### config.mk
export PLATFORM = sky130hd
export DESIGN_NAME = if_tracker_mo
export DESIGN_NICKNAME = d
export VERILOG_FILES = /design/src/rtl/if_tracker_mo.sv
export SDC_FILE = /design/constraint.sdc
export NUM_CORES = 2
export LEC_CHECK = 0
export BUFFER_PORTS_ARGS = -buffer_cell sky130_fd_sc_hd__buf_2
export CAP_MARGIN = 5
export CORE_MARGIN = 2
export CORE_UTILIZATION = 40
export DETAILED_ROUTE_END_ITERATION = 8
export SYNTH_ARGS = -nofsm -noshare
export SYNTH_HDL_FRONTEND = slang
export SYNTH_SLANG_ARGS = --single-unit
### constraint.sdc
create_clock -name clk -period 4.6 [get_ports clk]
set_clock_uncertainty 0.1 [all_clocks]
set_input_delay 0.92 -clock clk [delete_from_list [all_inputs] [get_ports clk]]
set_output_delay 0.92 -clock clk [all_outputs]
set_load 0.01 [all_outputs]
### src/rtl/if_tracker_mo.sv
// if_tracker_mo: instruction-fetch tracker for multiple outstanding requests.
// It snoops the IF-stage memory handshake and builds one record per fetched
// instruction. Each record holds the address, the instruction word and three
// timestamps: IF start, memory start and response.
//   clk, rst (async, active-low)
//   if_busy/if_ready             : IF-stage activity, starts the IF timestamp
//   instr_req/addr/grant         : request side; a grant queues a pending entry
//   instr_rvalid/rdata           : in-order responses; each retires one entry
//   counter                      : free-running timestamp source
//   trace_* / trace_ready        : FWFT record FIFO with a valid/ready drain
//   outstanding                  : pending-queue occupancy
//   drop_count                   : saturating count of records lost to a full FIFO
//   proto_err                    : sticky; set by a grant while full or by rvalid while empty
module if_tracker_mo #(
  parameter int unsigned ADDR_WIDTH      = 32,
  parameter int unsigned DATA_WIDTH      = 32,
  parameter int unsigned TIME_WIDTH      = 32,
  parameter int unsigned MAX_OUTSTANDING = 4,
  parameter int unsigned OUT_DEPTH       = 4
) (
  input  logic                                   clk,
  input  logic                                   rst,
  input  logic                                   if_busy,
  input  logic                                   if_ready,
  input  logic                                   instr_req,
  input  logic [ADDR_WIDTH-1:0]                  instr_addr,
  input  logic                                   instr_grant,
  input  logic                                   instr_rvalid,
  input  logic [DATA_WIDTH-1:0]                  instr_rdata,
  input  logic [TIME_WIDTH-1:0]                  counter,
  output logic                                   trace_valid,
  input  logic                                   trace_ready,
  output logic [ADDR_WIDTH-1:0]                  trace_addr,
  output logic [DATA_WIDTH-1:0]                  trace_instr,
  output logic [TIME_WIDTH-1:0]                  trace_if_start,
  output logic [TIME_WIDTH-1:0]                  trace_mem_start,
  output logic [TIME_WIDTH-1:0]                  trace_end,
  output logic [$clog2(MAX_OUTSTANDING+1)-1:0]   outstanding,
  output logic [15:0]                            drop_count,
  output logic                                   proto_err
);

  localparam int unsigned PPW    = (MAX_OUTSTANDING > 1) ? $clog2(MAX_OUTSTANDING) : 1;
  localparam int unsigned OPW    = $clog2(OUT_DEPTH);
  localparam int unsigned PCNT_W = $clog2(MAX_OUTSTANDING + 1);
  localparam int unsigned OCNT_W = $clog2(OUT_DEPTH + 1);

  typedef enum logic [1:0] {S_IDLE, S_ARMED, S_REQ} state_e;

  typedef struct packed {
    logic [ADDR_WIDTH-1:0] addr;
    logic [TIME_WIDTH-1:0] if_start;
    logic [TIME_WIDTH-1:0] mem_start;
  } pend_t;

  typedef struct packed {
    logic [ADDR_WIDTH-1:0] addr;
    logic [DATA_WIDTH-1:0] instr;
    logic [TIME_WIDTH-1:0] if_start;
    logic [TIME_WIDTH-1:0] mem_start;
    logic [TIME_WIDTH-1:0] t_end;
  } rec_t;

  state_e                state_q, state_d;
  logic [TIME_WIDTH-1:0] if_start_q, if_start_d;
  logic [TIME_WIDTH-1:0] mem_start_q, mem_start_d;
  pend_t                 pend_q [MAX_OUTSTANDING];
  pend_t                 pend_d [MAX_OUTSTANDING];
  logic [PPW-1:0]        pwr_q, pwr_d, prd_q, prd_d;
  logic [PCNT_W-1:0]     pcnt_q, pcnt_d;
  rec_t                  omem_q [OUT_DEPTH];
  rec_t                  omem_d [OUT_DEPTH];
  logic [OPW-1:0]        owr_q, owr_d, ord_q, ord_d;
  logic [OCNT_W-1:0]     ocnt_q, ocnt_d;
  logic [15:0]           drop_q, drop_d;
  logic                  err_q, err_d;

  logic  activity, push_req, pend_full, pend_empty, push_en, pop_en;
  logic  push_store, pop_queue, out_pop, out_push;
  pend_t push_ent, pop_ent;
  rec_t  rec, head;

  always_comb begin
    state_d     = state_q;
    if_start_d  = if_start_q;
    mem_start_d = mem_start_q;
    pend_d      = pend_q;
    pwr_d       = pwr_q;
    prd_d       = prd_q;
    pcnt_d      = pcnt_q;
    omem_d      = omem_q;
    owr_d       = owr_q;
    ord_d       = ord_q;
    ocnt_d      = ocnt_q;
    drop_d      = drop_q;
    err_d       = err_q;

    activity   = if_busy | if_ready;
    push_req   = instr_req & instr_grant;
    pend_full  = (pcnt_q == PCNT_W'(MAX_OUTSTANDING));
    pend_empty = (pcnt_q == '0);
    push_en    = push_req & ~pend_full;

    // A grant in the first request cycle uses this cycle's counter for
    // both timestamps that IDLE/ARMED would otherwise latch.
    push_ent.addr      = instr_addr;
    push_ent.if_start  = (state_q == S_IDLE) ? counter : if_start_q;
    push_ent.mem_start = (state_q == S_REQ) ? mem_start_q : counter;

    unique case (state_q)
      S_IDLE: if (activity) begin
        if_start_d = counter;
        if (instr_req) begin
          mem_start_d = counter;
          state_d     = S_REQ;
        end else begin
          state_d = S_ARMED;
        end
      end
      S_ARMED: if (instr_req) begin
        mem_start_d = counter;
        state_d     = S_REQ;
      end
      default: ;
    endcase

    // The memory accepted the request even if the queue cannot hold it, so
    // the FSM always moves on from the grant.
    if (push_req) begin
      if (activity) begin
        if_start_d = counter;
        state_d    = S_ARMED;
      end else begin
        state_d = S_IDLE;
      end
    end

    // A response to a request granted in the same cycle as an empty queue
    // bypasses the storage entirely.
    pop_en     = instr_rvalid & (~pend_empty | push_en);
    pop_ent    = pend_empty ? push_ent : pend_q[prd_q];
    push_store = push_en & ~(pop_en & pend_empty);
    pop_queue  = pop_en & ~pend_empty;

    if (push_store) begin
      pend_d[pwr_q] = push_ent;
      pwr_d = (pwr_q == PPW'(MAX_OUTSTANDING - 1)) ? '0 : pwr_q + 1'b1;
    end
    if (pop_queue)
      prd_d = (prd_q == PPW'(MAX_OUTSTANDING - 1)) ? '0 : prd_q + 1'b1;
    unique case ({push_store, pop_queue})
      2'b10:   pcnt_d = pcnt_q + 1'b1;
      2'b01:   pcnt_d = pcnt_q - 1'b1;
      default: ;
    endcase

    if ((push_req & pend_full) | (instr_rvalid & ~pop_en))
      err_d = 1'b1;

    rec.addr      = pop_ent.addr;
    rec.instr     = instr_rdata;
    rec.if_start  = pop_ent.if_start;
    rec.mem_start = pop_ent.mem_start;
    rec.t_end     = counter;

    // When the FIFO is full, a same-cycle consumer pop frees the slot that
    // is being written.
    out_pop  = (ocnt_q != '0) & trace_ready;
    out_push = pop_en & ((ocnt_q != OCNT_W'(OUT_DEPTH)) | out_pop);

    if (pop_en & ~out_push & (drop_q != '1))
      drop_d = drop_q + 1'b1;

    if (out_push) begin
      omem_d[owr_q] = rec;
      owr_d = (owr_q == OPW'(OUT_DEPTH - 1)) ? '0 : owr_q + 1'b1;
    end
    if (out_pop)
      ord_d = (ord_q == OPW'(OUT_DEPTH - 1)) ? '0 : ord_q + 1'b1;
    unique case ({out_push, out_pop})
      2'b10:   ocnt_d = ocnt_q + 1'b1;
      2'b01:   ocnt_d = ocnt_q - 1'b1;
      default: ;
    endcase
  end

  always_ff @(posedge clk or negedge rst) begin
    if (!rst) begin
      state_q     <= S_IDLE;
      if_start_q  <= '0;
      mem_start_q <= '0;
      pend_q      <= '{default: '0};
      pwr_q       <= '0;
      prd_q       <= '0;
      pcnt_q      <= '0;
      omem_q      <= '{default: '0};
      owr_q       <= '0;
      ord_q       <= '0;
      ocnt_q      <= '0;
      drop_q      <= '0;
      err_q       <= 1'b0;
    end else begin
      state_q     <= state_d;
      if_start_q  <= if_start_d;
      mem_start_q <= mem_start_d;
      pend_q      <= pend_d;
      pwr_q       <= pwr_d;
      prd_q       <= prd_d;
      pcnt_q      <= pcnt_d;
      omem_q      <= omem_d;
      owr_q       <= owr_d;
      ord_q       <= ord_d;
      ocnt_q      <= ocnt_d;
      drop_q      <= drop_d;
      err_q       <= err_d;
    end
  end

  always_comb begin
    trace_valid     = (ocnt_q != '0);
    head            = trace_valid ? omem_q[ord_q] : '0;
    trace_addr      = head.addr;
    trace_instr     = head.instr;
    trace_if_start  = head.if_start;
    trace_mem_start = head.mem_start;
    trace_end       = head.t_end;
    outstanding     = pcnt_q;
    drop_count      = drop_q;
    proto_err       = err_q;
  end

endmodule

==> results.json <==
{
  "tns_ps": 0,
  "multi_input_area_mm2": 0.0205,
  "rows": 129,
  "ys_ff_latch": 1121,
  "critical_path_class": "flip-flop to primary output",
  "gr-total-overflow": 0,
  "rsz0062_at_grt": "false",
  "power.internal_w": 0.0290,
  "fin_cells": 5746,
  "r2r-start": "outstanding[2]",
  "hold_viol_final": 0,
  "die_h_um": 358,
  "grt_pass1_vias": 31700,
  "cts_tree": "done",
  "core-area_mm2": 0.124,
  "relSlewSlack_pct": 20.3,
  "crit_start": "ord_q[0]",
  "finalSetupViolations": 0,
  "final_nets": 4116,
  "htree_levels": 3,
  "cts.sinks": 1121,
  "leakagePower_nw": 25.6,
  "fin_crit_sh_pct": 84.8,
  "switching_share_pct": 34.5,
  "synthArstFlopShare_pct": 100,
  "crit_arrival_ps": 2880,
  "worstSetupStartpointType": "flip-flop",
  "dp_hpwl_mm": 76.6,
  "remaining_drc_errors": 0,
  "yosysSeqAreaShare_pct": 56.1,
  "grt_max_degree": 161,
  "antenna_left": 0,
  "yosys_warnings": 0,
  "start_util_pct": 40.4,
  "first_pass_iters": 5,
  "tightest_slew_ps": 1200,
  "layout_commonest_cell": "dfrtp_1",
  "synth_area_leaders": "dfrtp_1 (56%), mux2_2 (13%), mux4_2 (12%)",
  "gp_congestion": 0.750,
  "maxSlewViolCount": 0,
  "post-route-min-period_ps": 3900,
  "run_status": "completed",
  "postCtsSetupBuffers": 0,
  "cts.clk_slew.worst_paths_ps": 60,
  "wirelength_mm": 122,
  "cts_resized": 0,
  "cap_violations": 0,
  "synth_area_mm2": 0.0500,
  "cp-end-kind": "primary output",
  "netlist.area_leader.share_pct": 56.1,
  "synth.distinct_cells": 47,
  "hold_path.class": "primary input to async pin",
  "netlist_instances": 3783,
  "drt_iter0_drc": 1980,
  "post_drt_via_cell_ratio": 5.27,
  "fill_cells": 11300,
  "layout_common_cells": "dfrtp_1 (1117), nand2_1 (589), mux2_2 (558)",
  "drive_above_1_share_pct": 34.1,
  "cp_data_required_time_ps": 3580,
  "max_freq_ghz": 0.256,
  "regArea_mm2": 0.0281,
  "io_buffers": 284,
  "ir_drop_mv": 0.462,
  "yosys.area.top_type": "dfrtp_1",
  "clkLatencyLatePin_ps": 740,
  "p_comb_share_pct": 39.7,
  "cts_inserted_buffers": 119,
  "cts_hold_buffers": 0,
  "cp_max_fo": 21,
  "antenna_found_initial": 17,
  "power.switching_w": 0.0153,
  "grt_pass1_wl_mm": 193,
  "dp.cells": 5513,
  "grt_usage_pct": 19.5,
  "clockBufferDepth": 3,
  "clock-root-buffer": "clkbuf_16",
  "synth_area_per_cell_um2": 13.2,
  "pin_count": 285,
  "syn-num-nets": 3902,
  "fp.dieW_um": 358,
  "synth_flop_cell": "dfrtp_1",
  "die-area_mm2": 0.128,
  "area_delta_synth_final_pct": 14.5,
  "power_density_mw_per_mm2": 773,
  "wire_per_inst_um": 21.2,
  "synth_edf_count": 0,
  "vias": 30300,
  "p_seq_share_pct": 37.9,
  "clock_power_share_pct": 22.5
}
[cell type report]
cell class / count / area share [%]
multi-input cells: 2371 / 35.8
clock inverters: 51 / 1.15
clock buffers: 174 / 5.96
flip-flops and latches: 1121 / 49.0
well taps: 1637 / 3.58
inverters: 12 / 0.0787
repair buffers: 372 / 4.35
diodes: 8 / 0.0350
[per-stage QoR]
step | hold slack, ps | setup WS [ps] | util [%] | power (W) | cell area [µm²]
after detailed placement | 362 | 982 | 42.9 | 0.0348 | 53200
final | 135 | 698 | 46.2 | 0.0442 | 57300
after global placement | 356 | 1040 | 42.9 | 0.0343 | 53200
after floorplan | 344 | 1680 | - | 0.0288 | 50000
after CTS | 125 | 550 | 46.2 | 0.0449 | 57200
after global routing | 168 | 511 | 46.2 | 0.0473 | 57200
[layer usage]
metal	GRT usage, %	routed length, µm	part of all wire [%]	vias up
met5	0	29	0.024	-
met4	5.23	2540	2.1	4
met3	2.65	4110	3.4	157
met2	31.7	58100	48	500
met1	27.6	57400	47	15700
li1	-	-	-	13900
[power by group through the flow]
| stage | sequential (W) | combinational [W] | clock (W) |
|---|---|---|---|
| floorplan | 0.0158 | 0.0130 | 0 |
| global placement | 0.0167 | 0.0176 | 0 |
| detailed placement | 0.0169 | 0.0179 | 0 |
| CTS | 0.0168 | 0.0179 | 0.0102 |
| global route | 0.0173 | 0.0194 | 0.0106 |
| finish | 0.0168 | 0.0175 | 0.00994 |
[flip-flops by register name (all words and copies together) (netlist names), named ones only]
register / flops
omem_q: 640
pend_q: 384
mem_start_q: 32
drop_count: 16
ocnt_q: 3
outstanding: 3
ord_q: 2
owr_q: 2
prd_q: 2
pwr_q: 2
state_q: 2
proto_err: 1
[worst max-delay path, stage by stage, from the launching register on]
cell and delay [ps]:
dfrtp_4 780, buf_4 440, mux4_2 610, and2_1 180, buf_2 130
[cell families (layout without fill, tap and decap cells)]
family | count (synthesis) | after routing | share of synthesized area (%)
xor+xnor | 21 | 21 | 0.368
fa+ha+maj | 15 | 15 | 0.405
simple gates | 797 | 797 | 7.14
other cells | 0 | 8 | 0
mux | 934 | 934 | 26.5
buf+inv | 291 | 609 | 3.06
flops | 1121 | 1121 | 56.1
compound gates | 604 | 604 | 6.39
[Yosys cell counts, drive strengths merged (11+ instances only)]
master and number:
dfrtp 1121, nand2 589, mux2 581, o21ai 546
mux4 256, buf 176, and2 161, clkbuf 103
mux2i 97, o21a 32, xor2 19, ha 13
inv 12, nor2 11
[final timing paths]
check | to | slack [ps] | depth (start not counted)
setup reg to reg | omem_q[495] | 1490 | 4
hold / removal | omem_q[454] | 140 | 1
min in group clk | omem_q[447] | 360 | 2
setup / recovery | trace_mem_start[24] | 700 | 4
hold reg to reg | omem_q[381] | 370 | 2
max in group asynchronous | pend_q[327] | 3100 | 2
Note: power is estimated with default switching activity, not from simulation.
